$ cat src/rtl/doe_cipher_shim_if.sv
`default_nettype none
// ============================================================================
// doe_cipher_shim_if: sequencer-side and core-side signals of the cipher shim
// Revision: 1.0
// ============================================================================
interface doe_cipher_shim_if #(
  parameter int SRC_WIDTH  = 128,
  parameter int DEST_WIDTH = 128
);
  logic                  zeroize;
  logic                  src_write_en;
  logic [SRC_WIDTH-1:0]  src_write_data;
  logic                  doe_init;
  logic                  doe_next;
  logic                  init_done;
  logic                  dest_data_avail;
  logic [DEST_WIDTH-1:0] dest_data;
  logic                  core_init_req;
  logic                  core_next_req;
  logic [SRC_WIDTH-1:0]  core_block;
  logic                  core_ready;
  logic                  core_done;
  logic [DEST_WIDTH-1:0] core_result;
  logic                  shim_error;

  // Environment view: drives sequencer pulses and core responses.
  modport master (
    output zeroize, src_write_en, src_write_data, doe_init, doe_next,
    output core_ready, core_done, core_result,
    input  init_done, dest_data_avail, dest_data,
    input  core_init_req, core_next_req, core_block, shim_error
  );

  modport slave (
    input  zeroize, src_write_en, src_write_data, doe_init, doe_next,
    input  core_ready, core_done, core_result,
    output init_done, dest_data_avail, dest_data,
    output core_init_req, core_next_req, core_block, shim_error
  );
endinterface
`default_nettype wire

$ cat src/rtl/doe_cipher_shim.sv
`default_nettype none
// ============================================================================
// doe_cipher_shim: pulse-to-valid/ready adapter with result capture and watchdog
// Revision: 1.0
// ============================================================================
module doe_cipher_shim #(
  parameter int SRC_WIDTH      = 128,
  parameter int DEST_WIDTH     = 128,
  parameter int TIMEOUT_CYCLES = 1024
) (
  input  wire logic        clk,
  input  wire logic        rst_b,
  doe_cipher_shim_if.slave bus
);

  localparam int c_wd_w = (TIMEOUT_CYCLES > 1) ? $clog2(TIMEOUT_CYCLES) : 1;
  localparam logic [c_wd_w-1:0] c_wd_last = c_wd_w'(TIMEOUT_CYCLES - 1);

  typedef enum logic [2:0] {
    ST_IDLE      = 3'd0,
    ST_INIT_REQ  = 3'd1,
    ST_INIT_WAIT = 3'd2,
    ST_READY     = 3'd3,
    ST_NEXT_REQ  = 3'd4,
    ST_NEXT_WAIT = 3'd5
  } state_t;

  state_t                r_state,       w_state_nxt;
  logic                  r_key_loaded,  w_key_nxt;
  logic [SRC_WIDTH-1:0]  r_block,       w_block_nxt;
  logic                  r_block_valid, w_block_valid_nxt;
  logic [SRC_WIDTH-1:0]  r_req_block,   w_req_block_nxt;
  logic [DEST_WIDTH-1:0] r_dest_data,   w_dest_nxt;
  logic                  r_avail,       w_avail_nxt;
  logic                  r_error,       w_error_nxt;
  logic [c_wd_w-1:0]     r_wd_cnt,      w_wd_nxt;
  logic                  r_init_done;
  logic                  w_err_set;
  logic                  w_err_clr;
  logic                  w_open;
  logic                  w_expire;

  assign w_open   = (r_state == ST_IDLE) || (r_state == ST_READY);
  assign w_expire = (r_wd_cnt == c_wd_last);

  always_comb begin
    w_state_nxt       = r_state;
    w_key_nxt         = r_key_loaded;
    w_block_nxt       = r_block;
    w_block_valid_nxt = r_block_valid;
    w_req_block_nxt   = r_req_block;
    w_dest_nxt        = r_dest_data;
    w_avail_nxt       = r_avail;
    w_wd_nxt          = r_wd_cnt;
    w_err_set         = 1'b0;
    w_err_clr         = 1'b0;

    if (bus.src_write_en) begin
      if (w_open) begin
        w_block_nxt       = bus.src_write_data;
        w_block_valid_nxt = 1'b1;
      end else begin
        w_err_set = 1'b1;
      end
    end

    case (r_state)
      ST_IDLE, ST_READY: begin
        if (bus.doe_init) begin
          w_state_nxt = ST_INIT_REQ;
          w_key_nxt   = 1'b0;
          w_avail_nxt = 1'b0;
          w_err_clr   = 1'b1;
          if (bus.doe_next) begin
            w_err_set = 1'b1;
          end
        end else if (bus.doe_next) begin
          if ((r_state == ST_READY) && r_block_valid) begin
            // Snapshot the current block so a same-cycle write cannot alter the request.
            w_state_nxt     = ST_NEXT_REQ;
            w_avail_nxt     = 1'b0;
            w_req_block_nxt = r_block;
            if (!bus.src_write_en) begin
              w_block_valid_nxt = 1'b0;
            end
          end else begin
            w_err_set = 1'b1;
          end
        end
      end
      ST_INIT_REQ, ST_NEXT_REQ: begin
        if (bus.doe_init || bus.doe_next) begin
          w_err_set = 1'b1;
        end
        if (bus.core_ready) begin
          w_state_nxt = (r_state == ST_INIT_REQ) ? ST_INIT_WAIT : ST_NEXT_WAIT;
          w_wd_nxt    = '0;
        end
      end
      ST_INIT_WAIT, ST_NEXT_WAIT: begin
        if (bus.doe_init || bus.doe_next) begin
          w_err_set = 1'b1;
        end
        if (bus.core_done) begin
          w_state_nxt = ST_READY;
          if (r_state == ST_INIT_WAIT) begin
            w_key_nxt = 1'b1;
          end else if (!r_avail) begin
            w_dest_nxt  = bus.core_result;
            w_avail_nxt = 1'b1;
          end
        end else if (w_expire) begin
          w_state_nxt = ST_IDLE;
          w_key_nxt   = 1'b0;
          w_err_set   = 1'b1;
        end else begin
          w_wd_nxt = r_wd_cnt + 1'b1;
        end
      end
      default: begin
        w_state_nxt = ST_IDLE;
        w_key_nxt   = 1'b0;
      end
    endcase

    w_error_nxt = w_err_set ? 1'b1 : (w_err_clr ? 1'b0 : r_error);
  end

  always_ff @(posedge clk) begin
    if (!rst_b || bus.zeroize) begin
      r_state       <= ST_IDLE;
      r_key_loaded  <= 1'b0;
      r_block       <= '0;
      r_block_valid <= 1'b0;
      r_req_block   <= '0;
      r_dest_data   <= '0;
      r_avail       <= 1'b0;
      r_error       <= 1'b0;
      r_wd_cnt      <= '0;
      r_init_done   <= 1'b0;
    end else begin
      r_state       <= w_state_nxt;
      r_key_loaded  <= w_key_nxt;
      r_block       <= w_block_nxt;
      r_block_valid <= w_block_valid_nxt;
      r_req_block   <= w_req_block_nxt;
      r_dest_data   <= w_dest_nxt;
      r_avail       <= w_avail_nxt;
      r_error       <= w_error_nxt;
      r_wd_cnt      <= w_wd_nxt;
      r_init_done   <= (w_state_nxt == ST_READY) && w_key_nxt;
    end
  end

  assign bus.init_done       = r_init_done;
  assign bus.dest_data_avail = r_avail;
  assign bus.dest_data       = r_dest_data;
  assign bus.core_init_req   = (r_state == ST_INIT_REQ);
  assign bus.core_next_req   = (r_state == ST_NEXT_REQ);
  assign bus.core_block      = (r_state == ST_NEXT_REQ) ? r_req_block : '0;
  assign bus.shim_error      = r_error;

endmodule
`default_nettype wire

$ cat src/flat_wrapper.sv
// flat-port wrapper written by rule: the top's interface ports become plain ports
module doe_cipher_shim_flat 
#(
  parameter int SRC_WIDTH      = 128,
  parameter int DEST_WIDTH     = 128,
  parameter int TIMEOUT_CYCLES = 1024
)
  (clk, rst_b, bus_zeroize, bus_src_write_en, bus_src_write_data, bus_doe_init, bus_doe_next, bus_core_ready, bus_core_done, bus_core_result, bus_init_done, bus_dest_data_avail, bus_dest_data, bus_core_init_req, bus_core_next_req, bus_core_block, bus_shim_error);
  doe_cipher_shim_if #(.SRC_WIDTH(SRC_WIDTH), .DEST_WIDTH(DEST_WIDTH)) bus_i ();
  input  wire logic clk;
  input  wire logic rst_b;
  input wire logic [$bits(bus_i.zeroize)-1:0] bus_zeroize;
  input wire logic [$bits(bus_i.src_write_en)-1:0] bus_src_write_en;
  input wire logic [$bits(bus_i.src_write_data)-1:0] bus_src_write_data;
  input wire logic [$bits(bus_i.doe_init)-1:0] bus_doe_init;
  input wire logic [$bits(bus_i.doe_next)-1:0] bus_doe_next;
  input wire logic [$bits(bus_i.core_ready)-1:0] bus_core_ready;
  input wire logic [$bits(bus_i.core_done)-1:0] bus_core_done;
  input wire logic [$bits(bus_i.core_result)-1:0] bus_core_result;
  output wire logic [$bits(bus_i.init_done)-1:0] bus_init_done;
  output wire logic [$bits(bus_i.dest_data_avail)-1:0] bus_dest_data_avail;
  output wire logic [$bits(bus_i.dest_data)-1:0] bus_dest_data;
  output wire logic [$bits(bus_i.core_init_req)-1:0] bus_core_init_req;
  output wire logic [$bits(bus_i.core_next_req)-1:0] bus_core_next_req;
  output wire logic [$bits(bus_i.core_block)-1:0] bus_core_block;
  output wire logic [$bits(bus_i.shim_error)-1:0] bus_shim_error;
  assign bus_i.zeroize = bus_zeroize;
  assign bus_i.src_write_en = bus_src_write_en;
  assign bus_i.src_write_data = bus_src_write_data;
  assign bus_i.doe_init = bus_doe_init;
  assign bus_i.doe_next = bus_doe_next;
  assign bus_i.core_ready = bus_core_ready;
  assign bus_i.core_done = bus_core_done;
  assign bus_i.core_result = bus_core_result;
  assign bus_init_done = bus_i.init_done;
  assign bus_dest_data_avail = bus_i.dest_data_avail;
  assign bus_dest_data = bus_i.dest_data;
  assign bus_core_init_req = bus_i.core_init_req;
  assign bus_core_next_req = bus_i.core_next_req;
  assign bus_core_block = bus_i.core_block;
  assign bus_shim_error = bus_i.shim_error;
  doe_cipher_shim #(.SRC_WIDTH(SRC_WIDTH), .DEST_WIDTH(DEST_WIDTH), .TIMEOUT_CYCLES(TIMEOUT_CYCLES)) u_core (.clk(clk), .rst_b(rst_b), .bus(bus_i));
endmodule
$ cat config.mk
export PLATFORM = sky130hd
export DESIGN_NAME = doe_cipher_shim_flat
export DESIGN_NICKNAME = d
export VERILOG_FILES = /design/src/rtl/doe_cipher_shim_if.sv /design/src/rtl/doe_cipher_shim.sv /design/src/flat_wrapper.sv
export SDC_FILE = /design/constraint.sdc
export NUM_CORES = 1
export LEC_CHECK = 0
export ABC_AREA = 1
export CAP_MARGIN = 20
export CORE_AREA = 10 10 198 200
export DETAILED_ROUTE_END_ITERATION = 6
export DIE_AREA = 0 0 208 210
export HOLD_SLACK_MARGIN = 0.03
export PLACE_DENSITY = 0.79
export SETUP_SLACK_MARGIN = 0.3
export SYNTH_ARGS = -nofsm -noshare
export SYNTH_HDL_FRONTEND = slang
export SYNTH_SLANG_ARGS = --single-unit
$ cat constraint.sdc
create_clock -name clk -period 2.8 [get_ports clk]
set_input_delay 0.7 -clock clk [delete_from_list [all_inputs] [get_ports clk]]
set_output_delay 0.7 -clock clk [all_outputs]
set_load 0.01 [all_outputs]
==> flow_metrics.env <==
export IMPL_outcome="complete, but fails checks"
export IMPL_fin_worst_skew_ns=0.01807
export IMPL_wire_per_inst_um=18.38
export IMPL_min_period_over_period_pct=90.26
export IMPL_netlist_area_um2=15070
export IMPL_holdCritStartpoint="u_core.bus.dest_data[86]$_SDFFE_PP0P_"
export IMPL_fillers=2950
export IMPL_grt_pass1_wl_mm=81.58
export IMPL_ir_drop_mv=0.4566
export IMPL_numCtsBuffers=44
export IMPL_syn_to_final_growth_pct=46.42
export IMPL_drt_iter0_drc=1101
export IMPL_post_dp_cell_area_um2=20580
export IMPL_tightest_slew_ns=0.6975
export IMPL_drive_gt1_share_pct=9.285
export IMPL_synth_net_count=2248
export IMPL_layout_setup_ws_ns=0.2728
export IMPL_slew_viol_final=0
export IMPL_hp_class="flip-flop to flip-flop"
export IMPL_clock_path_buffers=3
export IMPL_dieWidth_um=208
export IMPL_async_reset_ff_share_pct=0
export IMPL_cts_tree="yes"
export IMPL_yosys_warnings=0
export IMPL_grt_start_max_net_pins=111
export IMPL_worstReg2RegStart="u_core.r_state[1]$_SDFF_PP0_"
export IMPL_cellLeakagePower_nw=8.088
export IMPL_num_vias=14890
export IMPL_hold_viol_final=0
export IMPL_finalSetupViolCount=0
export IMPL_ys_seq_area_share_pct=53.39
export IMPL_relSlewSlack_pct=53.50
export IMPL_hpwl_mm=37.89
export IMPL_drt_total_wl_mm=54.08
export IMPL_synth_main_ff_cell="dfxtp_1"
export IMPL_synth_top_cell_area_share_pct=53.39
export IMPL_fmax_mhz=395.7
export IMPL_place_congestion=0.9067
export IMPL_cts_max_level=2
export IMPL_final_area_um2=22070
export IMPL_clkSlewWorstSetupHoldPaths_ns=0.06
export IMPL_drc=2
export IMPL_cts_root_buf="clkbuf_16"
export IMPL_overflow=0
export IMPL_core_um2=35220
export IMPL_violations="design-rule violations"
export IMPL_io_pins=525
export IMPL_synth_cell_types=28
export IMPL_worst_setup_path_end_kind="primary output"
export IMPL_cap_viol_max_count=0
export IMPL_synth_top_cells_by_area="dfxtp_1, nor2_1, o21ai_0"
export IMPL_first_pass_iters=7
export IMPL_powerDensity_nw_per_um2=582.1
export IMPL_ys_ff_latch=402
export IMPL_clock_latency_ns=0.55
export IMPL_cp_required_ns=2.10
export IMPL_cp_max_fo=18
export IMPL_dpl_worst_slack_ns=0.2618
export IMPL_io_buffers=524
export IMPL_start_kind="flip-flop"
export IMPL_holdBufCountCts=0
export IMPL_layout_nets=2710
export IMPL_ant_nets=0
export IMPL_critPathArrivalTime_ns=1.83
export IMPL_layout_commonest_cell="dfxtp_1"
export IMPL_syn_inst=1983
export IMPL_core_rowCount=69
export IMPL_start_util_pct=42.80
export IMPL_die_area_um2=43680
export IMPL_die_h_um=210
export IMPL_grt_usage_pct=23.14
export IMPL_min_period_ns=2.527
export IMPL_final_cell_mix="dfxtp_1, clkdlybuf4s50_1, nor2_1"
export IMPL_synth_edf_count=0
export IMPL_clock_sinks=402
export IMPL_viasPerCell=5.060
export IMPL_avgSynthCellArea_um2=7.602
export IMPL_antenna_found_initial=6
export IMPL_startpoint="u_core.r_state[1]$_SDFF_PP0_"
export IMPL_final_setup_tns_ns=0
export IMPL_yosys_area_top_type="dfxtp_1"
export IMPL_grt_pass1_vias=14560
export IMPL_critPathKind="flip-flop to primary output"
export IMPL_rsz0062_at_grt="true"
critical path, stage by stage (launching register included):
cell,delay (ns)
dfxtp_2,0.36
inv_2,0.09
nand3_4,0.11
buf_8,0.17
buf_12,0.15
nor2_1,0.08
dlygate4sd2_1,0.30
Yosys cell counts, types with 2 or more instances:
library cell  instances
dfxtp_1             402
a21oi_1             271
clkbuf_1             83
buf_4                11
a31oi_1               2
nor2_1              407
buf_1                 3
nor2_2                2
o21ai_1             113
xor2_1                6
inv_2                 7
buf_2                34
nand2_1              55
buf_6                10
nor3_1                3
nand3_1              15
o21ai_0             276
nand4_1               2
inv_1               272
power breakdown:
part	leakage (nW)	switching, mW	internal [mW]
clock	0.748	2.34	3.74
combinational	4.09	0.418	0.478
sequential	3.25	0.0478	5.82
total	8.09	2.81	10.0
metrics by stage:
| stage | instances | hold slack (ns) | util [%] | total power [mW] |
|---|---|---|---|---|
| 3_5_place_dp | 2852 | 0.4349 | 58.44 | 6.876 |
| 3_3_place_gp | 2852 | 0.4315 | 58.44 | 6.857 |
| 4_1_cts | 2936 | 0.4439 | 62.67 | 12.92 |
| 2_1_floorplan | 1983 | 0.4300 | - | 6.356 |
| 5_1_grt | 2941 | 0.4564 | 62.66 | 13.28 |
| 6_report | 2942 | 0.4423 | 62.66 | 12.85 |
logic make-up (layout without fill, tap and decap cells):
kind of cell | count (synthesis) | after routing | share of synthesized area (%)
compound gates | 665 | 665 | 22.16
xor+xnor | 7 | 7 | 0.4067
fa+ha+maj | 1 | 1 | 0.08299
buf+inv | 421 | 915 | 11.54
flops | 402 | 402 | 53.39
other cells | 0 | 4 | 0
simple gates | 487 | 487 | 12.43
path summary, 6_finish.rpt:
path,to,slack (ns),depth (start not counted)
max,bus_core_block[22],0.27,6
min,u_core.bus.dest_data[86]$_SDFFE_PP0P_,0.44,2
max reg2reg,u_core.r_block[120]$_SDFFE_PP0P_,0.71,10
min reg2reg,u_core.bus.dest_data[86]$_SDFFE_PP0P_,0.44,2
layout make-up:
class | instances | area, um^2 | share of cell area, %
antenna | 4 | 10.01 | 0.04535
clock buffer | 63 | 1284 | 5.816
clock inverter | 15 | 239.0 | 1.083
inverter | 280 | 1059 | 4.796
multi-input combinational | 1160 | 5458 | 24.73
sequential | 402 | 8051 | 36.48
tap | 461 | 576.8 | 2.613
timing repair buffer | 557 | 5395 | 24.44
registers in the layout, indices dropped and copies added (netlist names):
| name | cells |
|---|---|
| u_core.r_state | 3 |
| u_core.r_req_block | 128 |
| u_core.bus.init_done | 1 |
| u_core.bus.shim_error | 1 |
| u_core.r_block_valid | 1 |
| u_core.bus.dest_data | 128 |
| u_core.r_wd_cnt | 10 |
| u_core.r_block | 128 |
| u_core.bus.dest_data_avail | 1 |
| u_core.r_key_loaded | 1 |
metal layers:
metal / global-route usage [%] / part of all wire (%) / up-vias
li1: - / - / 7242
met1: 25.67 / 38 / 6916
met2: 40.57 / 49 / 599
met3: 6.889 / 8.8 / 126
met4: 9.895 / 4.3 / 4
met5: 0 / 0.050 / -
repair_timing:
| action | CTS | global route |
|---|---|---|
| cloned | 2 | 2 |
| setup buffers | 4 | 0 |
| resized for setup | 300 | 93 |
| setup endpoints to repair | 130 | 97 |
No activity file was read; power rests on OpenSTA's default activity.
